File: src/rtl/spi_arb_pkg.sv
// Shared types and helpers for the SPI transaction arbiter.
package spi_arb_pkg;

  localparam int unsigned StateW = 2;

  typedef enum logic [StateW-1:0] {
    StIdle,
    StCmd,
    StBusy,
    StDone
  } arb_state_e;

  // Bits needed to count from 0 up to max_val inclusive.
  function automatic int unsigned cnt_width(input int unsigned max_val);
    return (max_val > 0) ? $clog2(max_val + 1) : 1;
  endfunction

endpackage

File: src/rtl/spi_rr_picker.sv
// One-hot winner selection from a request vector.
// SPI_ARB_FIXED_PRIO_EN selects lowest-index-wins; otherwise round-robin from ptr_i.
module spi_rr_picker #(
  parameter int unsigned NumReq = 4,
  parameter int unsigned IdxW   = $clog2(NumReq)
) (
  input  logic [NumReq-1:0] req_i,
  input  logic [IdxW-1:0]   ptr_i,
  output logic [NumReq-1:0] gnt_o,
  output logic [IdxW-1:0]   idx_o
);

  logic            any;
  logic [IdxW-1:0] lo_idx;

  // Descending scan so the last hit is the lowest set index.
  always_comb begin
    any    = 1'b0;
    lo_idx = '0;
    for (int i = NumReq - 1; i >= 0; i--) begin
      if (req_i[i]) begin
        any    = 1'b1;
        lo_idx = IdxW'(i);
      end
    end
  end

`ifdef SPI_ARB_FIXED_PRIO_EN
  logic unused_ptr;
  assign unused_ptr = ^ptr_i;
  assign idx_o      = lo_idx;
`else
  logic            hi_found;
  logic [IdxW-1:0] hi_idx;

  // Lowest request at or above the pointer; fall back to wrap-around.
  always_comb begin
    hi_found = 1'b0;
    hi_idx   = '0;
    for (int i = NumReq - 1; i >= 0; i--) begin
      if (req_i[i] && (i >= int'(ptr_i))) begin
        hi_found = 1'b1;
        hi_idx   = IdxW'(i);
      end
    end
  end

  assign idx_o = hi_found ? hi_idx : lo_idx;
`endif

  assign gnt_o = any ? (NumReq'(1) << idx_o) : '0;

endmodule

File: src/rtl/spi_txn_arbiter.sv
// Shares one spi_master among NUM_REQ requesters; completion is the CS rising edge.
// Build option: SPI_ARB_FIXED_PRIO_EN switches arbitration to fixed lowest-index priority.
module spi_txn_arbiter
  import spi_arb_pkg::*;
#(
  parameter int unsigned NUM_REQ  = 4,
  parameter int unsigned DATA_W   = 8,
  parameter int unsigned CMD_HOLD = 10,
  parameter int unsigned TIMEOUT  = 1023
) (
  input  logic                      clk,
  input  logic                      rst_n,
  input  logic [NUM_REQ-1:0]        req_wr,
  input  logic [NUM_REQ-1:0]        req_rd,
  input  logic [NUM_REQ*DATA_W-1:0] req_data,
  output logic [NUM_REQ-1:0]        gnt,
  output logic [NUM_REQ-1:0]        rsp_valid,
  output logic [DATA_W-1:0]         rsp_data,
  output logic                      rsp_err,
  output logic                      spi_wr_cmd,
  output logic                      spi_rd_cmd,
  output logic [DATA_W-1:0]         mosi_data,
  input  logic                      spi_cs,
  input  logic [DATA_W-1:0]         miso_data
);

  localparam int unsigned IdxW  = $clog2(NUM_REQ);
  localparam int unsigned TmoW  = cnt_width(TIMEOUT);
  localparam int unsigned HoldW = cnt_width(CMD_HOLD);

  arb_state_e          state_q;
  logic [NUM_REQ-1:0]  win_q;
  logic                err_q;
  logic                cs_q;
  logic [TmoW-1:0]     tmo_cnt_q;
  logic [HoldW-1:0]    hold_cnt_q;
  logic [IdxW-1:0]     ptr;
  logic [NUM_REQ-1:0]  pick_gnt;
  logic [IdxW-1:0]     pick_idx;
  logic                sel_wr;
  logic                sel_rd;
  logic [DATA_W-1:0]   sel_data;

`ifdef SPI_ARB_FIXED_PRIO_EN
  logic unused_idx;
  assign ptr        = '0;
  assign unused_idx = ^pick_idx;
`else
  logic [IdxW-1:0] ptr_q;
  assign ptr = ptr_q;
`endif

  spi_rr_picker #(
    .NumReq (NUM_REQ),
    .IdxW   (IdxW)
  ) u_picker (
    .req_i (req_wr | req_rd),
    .ptr_i (ptr),
    .gnt_o (pick_gnt),
    .idx_o (pick_idx)
  );

  assign sel_wr = |(req_wr & pick_gnt);
  assign sel_rd = |(req_rd & pick_gnt);

  always_comb begin
    sel_data = '0;
    for (int i = 0; i < NUM_REQ; i++) begin
      if (pick_gnt[i]) sel_data = req_data[i*DATA_W +: DATA_W];
    end
  end

  always_ff @(posedge clk or negedge rst_n) begin
    if (!rst_n) begin
      state_q    <= StIdle;
      win_q      <= '0;
      err_q      <= 1'b0;
      cs_q       <= 1'b1;
      tmo_cnt_q  <= '0;
      hold_cnt_q <= '0;
`ifndef SPI_ARB_FIXED_PRIO_EN
      ptr_q      <= '0;
`endif
      gnt        <= '0;
      rsp_valid  <= '0;
      rsp_data   <= '0;
      rsp_err    <= 1'b0;
      spi_wr_cmd <= 1'b0;
      spi_rd_cmd <= 1'b0;
      mosi_data  <= '0;
    end else begin
      cs_q      <= spi_cs;
      gnt       <= '0;
      rsp_valid <= '0;
      rsp_err   <= 1'b0;
      unique case (state_q)
        StIdle: begin
          if (|pick_gnt) begin
            gnt        <= pick_gnt;
            win_q      <= pick_gnt;
            spi_wr_cmd <= sel_wr;
            spi_rd_cmd <= sel_rd;
            mosi_data  <= sel_data;
            tmo_cnt_q  <= '0;
            hold_cnt_q <= '0;
            state_q    <= StCmd;
`ifndef SPI_ARB_FIXED_PRIO_EN
            ptr_q      <= (pick_idx == IdxW'(NUM_REQ - 1)) ? '0 : pick_idx + 1'b1;
`endif
          end
        end
        StCmd, StBusy: begin
          tmo_cnt_q <= tmo_cnt_q + 1'b1;
          // CS edges only count once the command phase is over.
          if (state_q == StBusy && !cs_q && spi_cs) begin
            rsp_data <= miso_data;
            err_q    <= 1'b0;
            state_q  <= StDone;
          end else if (tmo_cnt_q == TmoW'(TIMEOUT - 1)) begin
            rsp_data   <= '0;
            err_q      <= 1'b1;
            spi_wr_cmd <= 1'b0;
            spi_rd_cmd <= 1'b0;
            state_q    <= StDone;
          end else if (state_q == StCmd) begin
            hold_cnt_q <= hold_cnt_q + 1'b1;
            if (hold_cnt_q == HoldW'(CMD_HOLD - 1)) begin
              spi_wr_cmd <= 1'b0;
              spi_rd_cmd <= 1'b0;
              state_q    <= StBusy;
            end
          end
        end
        StDone: begin
          rsp_valid <= win_q;
          rsp_err   <= err_q;
          state_q   <= StIdle;
        end
        default: state_q <= StIdle;
      endcase
    end
  end

endmodule
File: config.mk
export PLATFORM = sky130hd
export DESIGN_NAME = spi_txn_arbiter
export DESIGN_NICKNAME = d
export VERILOG_FILES = /design/src/rtl/spi_arb_pkg.sv /design/src/rtl/spi_rr_picker.sv /design/src/rtl/spi_txn_arbiter.sv
export SDC_FILE = /design/constraint.sdc
export NUM_CORES = 1
export LEC_CHECK = 0
export BUFFER_PORTS_ARGS = -buffer_cell sky130_fd_sc_hd__buf_2
export CORE_UTILIZATION = 25
export CTS_CLUSTER_SIZE = 40
export DETAILED_ROUTE_END_ITERATION = 8
export SLEW_MARGIN = 30
export SYNTH_ARGS = -nofsm -noshare
export SYNTH_HDL_FRONTEND = slang
export SYNTH_SLANG_ARGS = --single-unit
File: constraint.sdc
create_clock -name clk -period 2.5 [get_ports clk]
set_input_delay 0 -clock clk [delete_from_list [all_inputs] [get_ports clk]]
set_output_delay 0 -clock clk [all_outputs]
set_load 0.01 [all_outputs]
Word level (Yosys, flattened, before mapping). Index checks and enable logic that the tools add are counted.

$add $sub $neg: 3. Multipliers: 0. Div/mod/pow operators: 0. $lt $le $gt $ge: 3. Eq/ne operators: 14. Shifts and indexed selects: 1. Multiplexer cells: 50. Bitwise gates (word level): 3. Reduce and logical (&&, ||, !) cells: 19.

Operator list (number): 8-bit two-way mux (6); 4-bit two-way mux (8); 2-bit two-way mux (14); 10-bit one-hot mux with 2 select lines (1); 1-bit two-way mux (16); 4-bit OR reduction (3); 10-bit by 1-bit adder with 10-bit output (second input constant) (1); 10-bit == test (second input constant) (1); 10-bit two-way mux (1); 5-bit AND reduction (2); 4-bit AND (2); 2-bit != test (second input constant) (4); 4-bit != test (second input constant) (2); 4-bit one-hot mux with 2 select lines (1); 2-bit == test (second input constant) (3); 3-bit != test (second input constant) (2); 2-bit one-hot mux with 3 select lines (1); 2-bit AND reduction (3); 1-bit logical AND (5); 4-bit by 1-bit adder with 4-bit output (second input constant) (1); 4-bit == test (second input constant) (1); 1-bit by 2-bit greater-or-equal comparator with 1-bit output (first input constant) (2); 4-bit OR (1); 1-bit one-hot mux with 2 select lines (2); other kinds (9) (10).

Register bits: 51. Latch bits: 0. RAM bits: 0. Bits in read-only memories: 0. Bits of input ports: 51. Output and inout bits: 27. Memories: 0.

Longest topological paths before layout.
Depth after elaboration: 12. Depth in mapped cells: 12.

Modules after synthesis. A second synthesis with hierarchy kept.

Cell total of the unflattened synthesis: 278. Area total of the unflattened synthesis: 2772.7 um^2.

By module, submodules not included: spi_txn_arbiter (times used 1, cells an instance 248, area an instance 2549.9 um^2, seq. area each 1277.5 um^2); spi_rr_picker (times used 1, cells an instance 30, area an instance 222.7 um^2, seq. area each 0.0 um^2).

Least setup slack after synthesis. OpenSTA, ideal clock, no wires.

Path kind: register -> register. Start: register ptr_q[0] (netlist: ptr[0]). End: register state_q[0]. Arrival time: 2.288 ns. Required time: 2.375 ns. Path slack: 0.087 ns. Stages on the path, launching flop included: 11. Path buffers: 0. Clock period less this slack: 2.413 ns. Cell sequence: dfrtp_1 > o32a_1 > o21ai_0 > a21oi_1 > inv_1 > ha_1 > or4_1 > o21ai_2 > nand2_1 > o31a_2 > mux2_4.

Word-level cells in the longest chain between the ends: 11. Elaborated cells between the ends (all ways): 18. Classes of those cells: order compare (3); eq/ne (1); shift (1); mux (8); reduce/logical (5).

Ends and longest elaborated chain: from (decl) (line spi_txn_arbiter.sv:49) `logic [IdxW-1:0] ptr_q;`; from (signal assigned) (line spi_txn_arbiter.sv:108) `ptr_q <= (pick_idx == IdxW'(NUM_REQ - 1)) ? '0 : pick_idx + 1'b1;`; 2-bit greater-or-equal comparator (line spi_rr_picker.sv:41) `if (req_i[i] && (i >= int'(ptr_i))) begin`; 1-bit logical AND (line spi_rr_picker.sv:41); 2-bit two-way mux / 1-bit two-way mux (equally long branches) (3 in series) (line spi_rr_picker.sv:41); 2-bit two-way mux * (line spi_rr_picker.sv:48) `assign idx_o = hi_found ? hi_idx : lo_idx;`; 1-bit by 2-bit left shift with 4-bit output * (line spi_rr_picker.sv:51) `assign gnt_o = any ? (NumReq'(1) << idx_o) : '0;`; 4-bit two-way mux * (line spi_rr_picker.sv:51); 4-bit OR reduction * (line spi_txn_arbiter.sv:98) `if (|pick_gnt) begin`; 2-bit != test (no line) *; 3-bit AND reduction (no line) *; to (signal assigned) (line spi_txn_arbiter.sv:106) `state_q <= StCmd;`; to (signal assigned) (line spi_txn_arbiter.sv:118) `state_q <= StDone;`; to (signal assigned) (line spi_txn_arbiter.sv:124) `state_q <= StDone;`; to (decl) (line spi_txn_arbiter.sv:31) `arb_state_e state_q;`.

Every way passes the cells marked *; elsewhere a longest branch is shown, timed or not. A chain may end at the register's enable or synchronous reset.

Final worst setup path. Ends and elaborated chain as after synthesis.

==> results.json <==
{
  "setup_viol": 0,
  "clockBufferDepth": 2,
  "synthAdderAreaFrac_pct": 5.96,
  "max-slew-margin-rel_pct": 58.1,
  "grt_max_degree": 52,
  "crit_type": "register to register",
  "startpoint_type": "register",
  "muxShareOfSynthArea_pct": 1.88,
  "yosys.area.top_type": "dfrtp_1",
  "synth_simple_gate_area_share_pct": 17.1,
  "yosys.area_share.xor_xnor_pct": 0.963,
  "required_ns": 2.71,
  "core_sq_um": 10500,
  "vdd_drop_max_mv": 0.464,
  "cts_buffers": 5,
  "dp_hpwl_um": 4610,
  "io_pins": 78,
  "gp_congestion": 0.848,
  "drv_cap": 0,
  "setup_tns_ns": 0,
  "finalMaxSlewViolations": 0,
  "drtPass1Iterations": 4,
  "violations": "hold timing",
  "synthCells": 265,
  "synth-main-ff-cell": "dfrtp_1",
  "clock-sinks": 51,
  "nNetsFinal": 429,
  "drc": 0,
  "die_x_um": 106,
  "outcome": "finished, violations left",
  "cp-end-kind": "register",
  "min_path_type": "input port to register",
  "start_util_pct": 26.1,
  "cts_tree": "yes",
  "ys.warnings.count": 0,
  "drt_first_iter_violations": 80,
  "synth-compound-area-share_pct": 23.2,
  "ys_ff_latch": 51,
  "cts-root-buf": "clkbuf_8",
  "cts_max_level": 2,
  "via_count": 2362,
  "drive_gt1_share_pct": 33.6,
  "gr-total-overflow": 0,
  "detail-route-antenna-nets": 0,
  "fill_cells": 1073,
  "utilization_pct": 34.5,
  "r2r-start": "ptr[0]",
  "yosys.cell_types.count": 55,
  "placementRows": 37,
  "synth-edff-count": 0,
  "worstHoldStart": "req_data[29]",
  "n_antenna_cell": 0,
  "ys_seq_area_share_pct": 46.8,
  "critPathMaxFanout": 5,
  "path_clk_slew_ns": 0.09,
  "final-hold-violation-count": 1,
  "die-area_sq_um": 11300,
  "tightest_slew_ns": 0.628,
  "synth_area_sq_um": 2730,
  "grt_pass1_wl_um": 10900,
  "grt_pass1_vias": 2404,
  "fin_crit_ns": 2.41,
  "drt-wirelength-per-cell_um": 12.5,
  "syn_to_final_growth_pct": 32.5,
  "wl_um": 6290,
  "clk_latency_ns": 0.31,
  "cellPowerDensity_nw_per_um2": 1250,
  "synthArstFlopShare_pct": 100,
  "finClkSkew_ns": 0.00598,
  "synth.top_cell.area_share_pct": 45.9,
  "yosys-top-cells-area": "dfrtp_1, ha_1, o21ai_0",
  "synth_top_family_by_area": "compound AO/OA/AOI/OAI gates",
  "synth_area_per_cell_sq_um": 10.3,
  "grtUsageTotal_pct": 11.9,
  "hold_ws_ns": -0.00432,
  "via_per_inst": 4.71,
  "crit_start": "ptr[0]",
  "cellLeakagePower_uw": 0.00175,
  "fmax_mhz": 415,
  "period_share_pct": 96.4,
  "antenna_found_initial": 0,
  "arrival_ns": 2.62,
  "dieHeight_um": 106,
  "p_total_uw": 4530,
  "syn_nets": 329,
  "io_buffers": 77
}
critical path: stages, from the launching register on:
cell,delay [ns]
dfrtp_2,0.45
a21oi_2,0.12
a31oi_1,0.05
a21oi_1,0.17
a21oi_1,0.10
ha_1,0.22
or4_4,0.57
o21ai_2,0.09
nand2_1,0.09
o31a_2,0.15
mux2_4,0.30
repair_timing:
| action | in CTS | in global routing |
|---|---|---|
| setup buffers | 1 | 1 |
| pin swaps | 1 | 2 |
| endpoints found under the hold margin | 64 | 0 |
| resized for setup | 2 | 8 |
| setup endpoints to repair | 25 | 27 |
| hold buffers | 15 | 0 |
cells in the final DEF, fill, tap and decap left out, types with 12 or more instances in the layout:
master	count
a21oi_1	14
buf_2	77
buf_4	13
dfrtp_1	49
dlygate4sd3_1	15
ha_1	12
nand2_1	17
nor3_1	12
o21ai_0	21
worst paths after layout:
check / end / slack (ns) / cells past startpoint
min in group asynchronous: mosi_data[3] / 0.33 / 3
max: state_q[0] / 0.09 / 10
max in group asynchronous: ptr[0] / 1.73 / 3
min: mosi_data[5] / -0.004 / 3
max reg2reg: state_q[0] / 0.09 / 10
min reg2reg: win_q[2] / 0.48 / 1
report_power, final:
group | internal [uW] | leakage, uW | switching (uW)
sequential | 1150 | 0.000656 | 221
clock | 329 | 0.0000618 | 278
combinational | 1180 | 0.00103 | 1360
sequential cells by signal, summed over array words and instances, names as in the netlist:
signal	cells
cs_q	1
mosi_data	8
rsp_valid	4
spi_wr_cmd	1
rsp_err	1
state_q	2
gnt	4
win_q	4
rsp_data	8
ptr	2
tmo_cnt_q	10
hold_cnt_q	4
err_q	1
spi_rd_cmd	1
per-layer routing:
metal / vias to the layer above / global-route usage, % / wire length (um)
li1: 1168 / - / -
met1: 1121 / 14.1 / 2850
met2: 61 / 21.0 / 3060
met3: 12 / 2.39 / 260
met4: 0 / 4.60 / 121
met5: - / 0 / 0
final cells by class:
type,instances,area (sq um),share of cell area (%)
Clock buffer,6,82.6,2.29
Clock inverter,2,38.8,1.07
Inverter,8,30.0,0.831
Multi-Input combinational cell,193,1370,37.9
Sequential cell,51,1280,35.4
Tap cell,136,170,4.71
Timing Repair Buffer,106,644,17.8
kinds of logic after synthesis:
kind of cell,after synthesis
AND/OR/NAND/NOR,84
flip-flops,51
buffers and inverters,21
AO/OA/AOI/OAI,89
XOR/XNOR,3
multiplexers,4
adder cells (fa/ha/maj),13
cell usage after synthesis (2+ instances only):
| library cell | instances |
|---|---|
| buf_2 | 2 |
| o21ai_1 | 4 |
| nor2b_1 | 9 |
| clkbuf_8 | 2 |
| dfrtp_1 | 50 |
| a21o_1 | 7 |
| nand3b_1 | 3 |
| a22o_1 | 10 |
| xnor2_1 | 3 |
| nand2b_1 | 2 |
| and3_1 | 2 |
| mux2_4 | 2 |
| and2_1 | 10 |
| a31oi_1 | 2 |
| o21ai_0 | 22 |
| nand3_1 | 6 |
| nor2_1 | 10 |
| o21a_1 | 2 |
| a221oi_1 | 10 |
| clkbuf_1 | 7 |
| a21oi_1 | 16 |
| o211ai_1 | 2 |
| o31ai_1 | 2 |
| nand2_1 | 17 |
| inv_1 | 8 |
| ha_1 | 13 |
| and4_1 | 2 |
| nor3_1 | 12 |
| or4_1 | 2 |
through the flow:
step                area [sq um]  worst slack (ns)  instances  hold WS [ns]
global placement            3290            0.0206        477         0.120
detailed placement          3290           -0.0866        477         0.124
CTS                         3580            0.0348        501       0.00181
global route                3610           -0.0145        502        0.0383
floorplan                   2730            0.0870        265        -0.296
finish                      3610            0.0912        502      -0.00432
Note: power is estimated with default switching activity, not from simulation.
